--- config.mk ---
export PLATFORM = sky130hd
export DESIGN_NAME = mem_scan_reader_flat
export DESIGN_NICKNAME = d
export VERILOG_FILES = /design/src/rtl/mem_scan_reader_if.sv /design/src/rtl/mem_scan_reader.sv /design/src/flat_wrapper.sv
export SDC_FILE = /design/constraint.sdc
export NUM_CORES = 1
export LEC_CHECK = 0
export BUFFER_PORTS_ARGS = -buffer_cell sky130_fd_sc_hd__buf_2
export CAP_MARGIN = 20
export CORE_ASPECT_RATIO = 0.75
export CORE_MARGIN = 5
export CORE_UTILIZATION = 40
export DETAILED_ROUTE_END_ITERATION = 12
export SYNTH_ARGS = -nofsm -noshare
export SYNTH_HDL_FRONTEND = slang
export SYNTH_SLANG_ARGS = --single-unit
--- constraint.sdc ---
create_clock -name clk -period 5.9 [get_ports clk]
set_clock_uncertainty 0.15 [all_clocks]
set_input_delay 0.59 -clock clk [delete_from_list [all_inputs] [get_ports clk]]
set_output_delay 0.59 -clock clk [all_outputs]
set_load 0.05 [all_outputs]
--- src/rtl/mem_scan_reader_if.sv ---
// Port-B bus between the scan reader and the dual-port RAM.
// The reader only ever reads; the write-side signals are still carried so
// the RAM's port B can be wired straight to this bundle.
interface mem_scan_reader_if #(
  parameter int ADDR_W = 10,
  parameter int DATA_W = 16
);
  logic [ADDR_W-1:0] addr_b;
  logic              we_b;
  logic [DATA_W-1:0] data_b;
  logic [DATA_W-1:0] q_b;

  modport master (
    output addr_b,
    output we_b,
    output data_b,
    input  q_b
  );

  modport slave (
    input  addr_b,
    input  we_b,
    input  data_b,
    output q_b
  );
endinterface

--- src/rtl/mem_scan_reader.sv ---
// Read-side sequencer for a 1K x 16 dual-port RAM.
// Walks an address window on port B, captures each word after the RAM read
// latency, and holds it on a registered display bus and four 7-segment
// digits for a fixed dwell before moving on. Port A stays free for a writer.

// Hex nibble to 7-segment code, active-high segments ordered {g,f,e,d,c,b,a}.
module hexTo7Seg (
  input  logic [3:0] hex,
  output logic [6:0] seg
);
  // Segment lookup table.
  always_comb begin
    seg = 7'h00;
    case (hex)
      4'h0: seg = 7'h3F;
      4'h1: seg = 7'h06;
      4'h2: seg = 7'h5B;
      4'h3: seg = 7'h4F;
      4'h4: seg = 7'h66;
      4'h5: seg = 7'h6D;
      4'h6: seg = 7'h7D;
      4'h7: seg = 7'h07;
      4'h8: seg = 7'h7F;
      4'h9: seg = 7'h6F;
      4'hA: seg = 7'h77;
      4'hB: seg = 7'h7C;
      4'hC: seg = 7'h39;
      4'hD: seg = 7'h5E;
      4'hE: seg = 7'h79;
      4'hF: seg = 7'h71;
      default: seg = 7'h00;
    endcase
  end
endmodule

module mem_scan_reader #(
  parameter int ADDR_W      = 10,
  parameter int DATA_W      = 16,        // multiple of 4, at least 16 for the four digits
  parameter int START_ADDR  = 0,
  parameter int END_ADDR    = 1023,      // inclusive; may be below START_ADDR (wraps)
  parameter int HOLD_CYCLES = 50000000,  // at least 1
  parameter int READ_LAT    = 1,         // at least 1
  parameter int LOOP        = 0
) (
  input  logic                 clk,
  input  logic                 rst,
  input  logic                 start,
  input  logic                 pause,
  mem_scan_reader_if.master    bus,
  output logic [ADDR_W-1:0]    cur_addr,
  output logic [DATA_W-1:0]    display_word,
  output logic                 word_valid,
  output logic                 busy,
  output logic                 done,
  output logic [6:0]           lcd1,
  output logic [6:0]           lcd2,
  output logic [6:0]           lcd3,
  output logic [6:0]           lcd4
);

  typedef enum logic [2:0] {
    ST_IDLE  = 3'd0,
    ST_ISSUE = 3'd1,
    ST_WAIT  = 3'd2,
    ST_HOLD  = 3'd3,
    ST_DONE  = 3'd4
  } state_t;

  localparam logic [ADDR_W-1:0] START_A   = ADDR_W'(START_ADDR);
  localparam logic [ADDR_W-1:0] END_A     = ADDR_W'(END_ADDR);
  localparam logic [ADDR_W-1:0] ADDR_ONE  = {{(ADDR_W-1){1'b0}}, 1'b1};
  localparam logic [31:0]       LAT_LAST  = 32'(READ_LAT - 1);
  localparam logic [31:0]       HOLD_LAST = 32'(HOLD_CYCLES - 1);

  state_t              state_r, state_s;
  logic [ADDR_W-1:0]   cur_addr_r, cur_addr_s;
  logic [DATA_W-1:0]   display_word_r, display_word_s;
  logic                word_valid_r, word_valid_s;
  logic                busy_r, busy_s;
  logic                done_r, done_s;
  logic [31:0]         lat_cnt_r, lat_cnt_s;
  logic [31:0]         hold_cnt_r, hold_cnt_s;

  // State register.
  always_ff @(posedge clk or posedge rst) begin
    if (rst) begin
      state_r <= ST_IDLE;
    end else begin
      state_r <= state_s;
    end
  end

  // Next state, next address, capture and dwell counting.
  always_comb begin
    state_s        = state_r;
    cur_addr_s     = cur_addr_r;
    display_word_s = display_word_r;
    word_valid_s   = 1'b0;
    lat_cnt_s      = lat_cnt_r;
    hold_cnt_s     = hold_cnt_r;
    case (state_r)
      ST_IDLE: begin
        if (start) begin
          cur_addr_s = START_A;
          state_s    = ST_ISSUE;
        end else begin
          state_s    = ST_IDLE;
        end
      end
      ST_ISSUE: begin
        lat_cnt_s = 32'd0;
        state_s   = ST_WAIT;
      end
      ST_WAIT: begin
        // The read in flight always completes; pause is not looked at here.
        if (lat_cnt_r == LAT_LAST) begin
          display_word_s = bus.q_b;
          word_valid_s   = 1'b1;
          hold_cnt_s     = 32'd0;
          state_s        = ST_HOLD;
        end else begin
          lat_cnt_s      = lat_cnt_r + 32'd1;
        end
      end
      ST_HOLD: begin
        if (pause) begin
          hold_cnt_s = hold_cnt_r;
        end else if (hold_cnt_r == HOLD_LAST) begin
          if (cur_addr_r != END_A) begin
            cur_addr_s = cur_addr_r + ADDR_ONE;  // wraps modulo 2^ADDR_W
            state_s    = ST_ISSUE;
          end else if (LOOP != 0) begin
            cur_addr_s = START_A;
            state_s    = ST_ISSUE;
          end else begin
            state_s    = ST_DONE;
          end
        end else begin
          hold_cnt_s = hold_cnt_r + 32'd1;
        end
      end
      ST_DONE: begin
        if (start) begin
          cur_addr_s = START_A;
          state_s    = ST_ISSUE;
        end else begin
          state_s    = ST_DONE;
        end
      end
      default: begin
        state_s = ST_IDLE;
      end
    endcase
    busy_s = (state_s == ST_ISSUE) || (state_s == ST_WAIT) || (state_s == ST_HOLD);
    done_s = (state_s == ST_DONE);
  end

  // Datapath and status registers; outputs come straight from these.
  always_ff @(posedge clk or posedge rst) begin
    if (rst) begin
      cur_addr_r     <= START_A;
      display_word_r <= {DATA_W{1'b0}};
      word_valid_r   <= 1'b0;
      busy_r         <= 1'b0;
      done_r         <= 1'b0;
      lat_cnt_r      <= 32'd0;
      hold_cnt_r     <= 32'd0;
    end else begin
      cur_addr_r     <= cur_addr_s;
      display_word_r <= display_word_s;
      word_valid_r   <= word_valid_s;
      busy_r         <= busy_s;
      done_r         <= done_s;
      lat_cnt_r      <= lat_cnt_s;
      hold_cnt_r     <= hold_cnt_s;
    end
  end

  // The RAM address tracks the displayed address, so it is stable through
  // ISSUE and WAIT and never changes while a dwell is paused.
  assign bus.addr_b    = cur_addr_r;
  assign bus.we_b      = 1'b0;
  assign bus.data_b    = {DATA_W{1'b0}};
  assign cur_addr      = cur_addr_r;
  assign display_word  = display_word_r;
  assign word_valid    = word_valid_r;
  assign busy          = busy_r;
  assign done          = done_r;

  hexTo7Seg u_seg1 (.hex(display_word_r[3:0]),   .seg(lcd1));
  hexTo7Seg u_seg2 (.hex(display_word_r[7:4]),   .seg(lcd2));
  hexTo7Seg u_seg3 (.hex(display_word_r[11:8]),  .seg(lcd3));
  hexTo7Seg u_seg4 (.hex(display_word_r[15:12]), .seg(lcd4));

endmodule
--- src/flat_wrapper.sv ---
// flat-port wrapper written by rule: the top's interface ports become plain ports
module mem_scan_reader_flat 
#(
  parameter int ADDR_W      = 10,
  parameter int DATA_W      = 16,                                                         
  parameter int START_ADDR  = 0,
  parameter int END_ADDR    = 1023,                                                   
  parameter int HOLD_CYCLES = 50000000,               
  parameter int READ_LAT    = 1,                      
  parameter int LOOP        = 0
)
  (clk, rst, start, pause, cur_addr, display_word, word_valid, busy, done, lcd1, lcd2, lcd3, lcd4, bus_addr_b, bus_we_b, bus_data_b, bus_q_b);
  mem_scan_reader_if #(.ADDR_W(ADDR_W), .DATA_W(DATA_W)) bus_i ();
  input  logic clk;
  input  logic rst;
  input  logic start;
  input  logic pause;
  output logic [ADDR_W-1:0] cur_addr;
  output logic [DATA_W-1:0] display_word;
  output logic word_valid;
  output logic busy;
  output logic done;
  output logic [6:0] lcd1;
  output logic [6:0] lcd2;
  output logic [6:0] lcd3;
  output logic [6:0] lcd4;
  output wire logic [$bits(bus_i.addr_b)-1:0] bus_addr_b;
  output wire logic [$bits(bus_i.we_b)-1:0] bus_we_b;
  output wire logic [$bits(bus_i.data_b)-1:0] bus_data_b;
  input wire logic [$bits(bus_i.q_b)-1:0] bus_q_b;
  assign bus_addr_b = bus_i.addr_b;
  assign bus_we_b = bus_i.we_b;
  assign bus_data_b = bus_i.data_b;
  assign bus_i.q_b = bus_q_b;
  mem_scan_reader #(.ADDR_W(ADDR_W), .DATA_W(DATA_W), .START_ADDR(START_ADDR), .END_ADDR(END_ADDR), .HOLD_CYCLES(HOLD_CYCLES), .READ_LAT(READ_LAT), .LOOP(LOOP)) u_core (.clk(clk), .rst(rst), .start(start), .pause(pause), .bus(bus_i), .cur_addr(cur_addr), .display_word(display_word), .word_valid(word_valid), .busy(busy), .done(done), .lcd1(lcd1), .lcd2(lcd2), .lcd3(lcd3), .lcd4(lcd4));
endmodule
==> impl_metrics.env <==
export IMPL_max_stage_delay_ps=890
export IMPL_yosys_warnings=0
export IMPL_cp_max_fo=24
export IMPL_cp_arrival_ps=3350
export IMPL_outcome="finished clean"
export IMPL_relSlewSlack=0.347
export IMPL_antenna_found_initial=0
export IMPL_design_area_mm2=0.00698
export IMPL_nNetsFinal=833
export IMPL_clock_latency_ps=350
export IMPL_pre_cts_slack_ps=2790
export IMPL_io_buffers=86
export IMPL_dp_hpwl_mm=10.3
export IMPL_fmax_mhz=309
export IMPL_grt_setup_unrepaired="no"
export IMPL_worstPathRequired_ps=6010
export IMPL_grt_first_pass_wirelength_mm=25.3
export IMPL_gr_total_overflow=0
export IMPL_cts_root_buf="clkbuf_16"
export IMPL_yosysSeqAreaShare=0.388
export IMPL_end_kind="flip-flop"
export IMPL_first_iter_violations=346
export IMPL_synthFlopType="dfrtp_1"
export IMPL_vdd_drop_max_mv=0.132
export IMPL_crit_path_start_kind="flip-flop"
export IMPL_syn2layout_area_growth_pct=12.8
export IMPL_firstDrtPassIters=5
export IMPL_htreeDepth=3
export IMPL_clock_sinks=96
export IMPL_grt_usage=0.165
export IMPL_ys_seq_elements=96
export IMPL_die_h_um=118
export IMPL_drt_total_wl_mm=14.8
export IMPL_tns_ps=0
export IMPL_async_reset_ff_frac=1.00
export IMPL_mostFrequentLayoutCell="dfrtp_1"
export IMPL_io_pins=104
export IMPL_setup_viol=0
export IMPL_drc=0
export IMPL_drtAntennaViolNets=0
export IMPL_grt_pass1_vias=5156
export IMPL_dpl_instance_area_mm2=0.00665
export IMPL_min_period_ps=3230
export IMPL_via_per_inst=5.47
export IMPL_drive_above_1_share=0.177
export IMPL_postCtsHoldBufs=0
export IMPL_path_class="flip-flop to flip-flop"
export IMPL_cp_cell_sequence="nor4_1, nand4_1, o21a_1, nor2_1, o21ai_0, o31ai_1"
export IMPL_min_path_type="input pin to asynchronous set/reset pin"
export IMPL_synthCells=720
export IMPL_slowest_stage="nor2_1"
export IMPL_die_w_um=154
export IMPL_syn_area_mm2=0.00619
export IMPL_power_density_mw_per_mm2=228
export IMPL_worst_pin_slew_ps=975
export IMPL_cts_buffers=9
export IMPL_setup_ws_ps=2670
export IMPL_final_cell_mix="dfrtp_1, nand2_1, buf_2"
export IMPL_p_leak_nw=3.11
export IMPL_cpLargestDelayFamily="simple AND/OR/NAND/NOR gates"
export IMPL_cts_setup_buffers=0
export IMPL_crit_buf_inv=0
export IMPL_dieArea_mm2=0.0181
export IMPL_post_drt_wl_per_cell_um=15.0
export IMPL_grt_max_degree=76
export IMPL_synth_distinct_cells=66
export IMPL_start_util=0.406
export IMPL_place_gp_congestion=0.861
export IMPL_syn_area_per_cell_um2=8.59
export IMPL_rows=39
export IMPL_finalHoldViolCount=0
export IMPL_synth_edf_count=0
export IMPL_cts_buffer_depth=2
export IMPL_cts_tree="done"
export IMPL_slew_viol_final=0
export IMPL_coreArea_mm2=0.0152
export IMPL_clkTransAtPathRegs_ps=70
export IMPL_period_share=0.548
export IMPL_post_cts_resized=0
export IMPL_insertedDiodeCount=0
export IMPL_cap_viol_max_count=0
export IMPL_vias=5419
## logic make-up (layout without fill, tap and decap cells)
logic type / after synthesis / in the layout / synth area share
adders and majority gates: 32 / 32 / 0.0647
and+or+nand+nor: 314 / 314 / 0.267
xor gates and xnor gates: 32 / 32 / 0.0453
muxes: 7 / 7 / 0.0198
DFF: 96 / 96 / 0.388
AOI/OAI and AO/OA: 150 / 150 / 0.141
buffers and inverters: 88 / 138 / 0.0730
other: 1 / 17 / 0.000606
## per-stage QoR
step / power, mW / hold WS, ps / cells / utilization
floorplan: 0.916 / 315 / 736 / -
global placement: 0.957 / 341 / 974 / 0.437
detailed placement: 0.963 / 339 / 974 / 0.437
CTS: 1.61 / 32.8 / 990 / 0.458
global route: 1.66 / 53.0 / 991 / 0.458
finish: 1.59 / 30.2 / 991 / 0.458
## registers in the layout (all words and copies together), names as in the netlist
register             count
u_core.lat_cnt_r        32
u_core.word_valid        1
u_core.display_word     16
u_core.bus.addr_b       10
u_core.busy              1
u_core.hold_cnt_r       32
u_core.done              1
u_core.state_r           3
## synthesized netlist by cell type, types with 2 or more instances
cell type	n	area share
a21oi_1	37	0.030
a22oi_1	5	0.0061
a31oi_1	8	0.0081
and2_1	5	0.0051
and3_1	13	0.013
and4_1	6	0.0085
buf_2	3	0.0024
buf_4	27	0.033
buf_6	2	0.0036
clkbuf_1	25	0.015
dfrtp_1	96	0.39
ha_1	32	0.065
inv_1	28	0.017
mux4_2	4	0.015
nand2_1	86	0.052
nand2b_1	3	0.0030
nand3_1	19	0.015
nand3b_1	3	0.0036
nand4_1	21	0.021
nand4b_1	3	0.0042
nor2_1	59	0.036
nor2b_1	9	0.0091
nor3_1	19	0.015
nor3b_1	4	0.0049
nor4_1	21	0.021
nor4b_1	4	0.0057
o211ai_1	2	0.0024
o21a_1	4	0.0049
o21ai_0	66	0.053
o21ai_1	5	0.0040
o21bai_1	2	0.0024
o31ai_1	11	0.013
o32a_1	3	0.0049
or2_2	3	0.0030
or3_1	15	0.015
or3_2	7	0.0085
xnor2_1	18	0.025
xor2_1	14	0.020
## final timing paths
kind	start	to	slack [ps]	depth (start not counted)
hold / removal	rst	u_core.display_word[4]$_DFFE_PP0P_	30	2
hold reg to reg	u_core.hold_cnt_r[1]$_DFFE_PP0P_	u_core.hold_cnt_r[1]$_DFFE_PP0P_	360	2
max in group asynchronous	rst	u_core.word_valid$_DFF_PP0_	4310	3
setup / recovery	u_core.lat_cnt_r[13]$_DFFE_PP0P_	u_core.lat_cnt_r[28]$_DFFE_PP0P_	2670	6
setup reg to reg	u_core.lat_cnt_r[13]$_DFFE_PP0P_	u_core.lat_cnt_r[28]$_DFFE_PP0P_	2670	6
min in group clk	bus_q_b[0]	u_core.display_word[0]$_DFFE_PP0P_	290	3
## metal layers
metal  global-route usage  part of all wire  up-vias  wire, um
met5                    0                 0        -         0
met2                0.246              0.43      177      6400
li1                     -                 -     2626         -
met4               0.0270            0.0079        0       117
met1                0.240              0.48     2603      7170
met3               0.0507             0.077       13      1140
## cell type report
cell class              instances  area (um^2)
fillers                      1508         8250
multi-input cells             552         3400
flip-flops and latches         96         2400
repair buffers                 93          483
well taps                     205          256
clock buffers                  10          229
inverters                      29          111
clock inverters                 6         92.6
## report_power, final
part           total [mW]  switching (mW)  internal, mW
combinational       0.240           0.177        0.0625
clock               0.642           0.268         0.374
sequential          0.710          0.0308         0.679
total                1.59           0.476          1.12
Note: power is estimated with default switching activity, not from simulation.
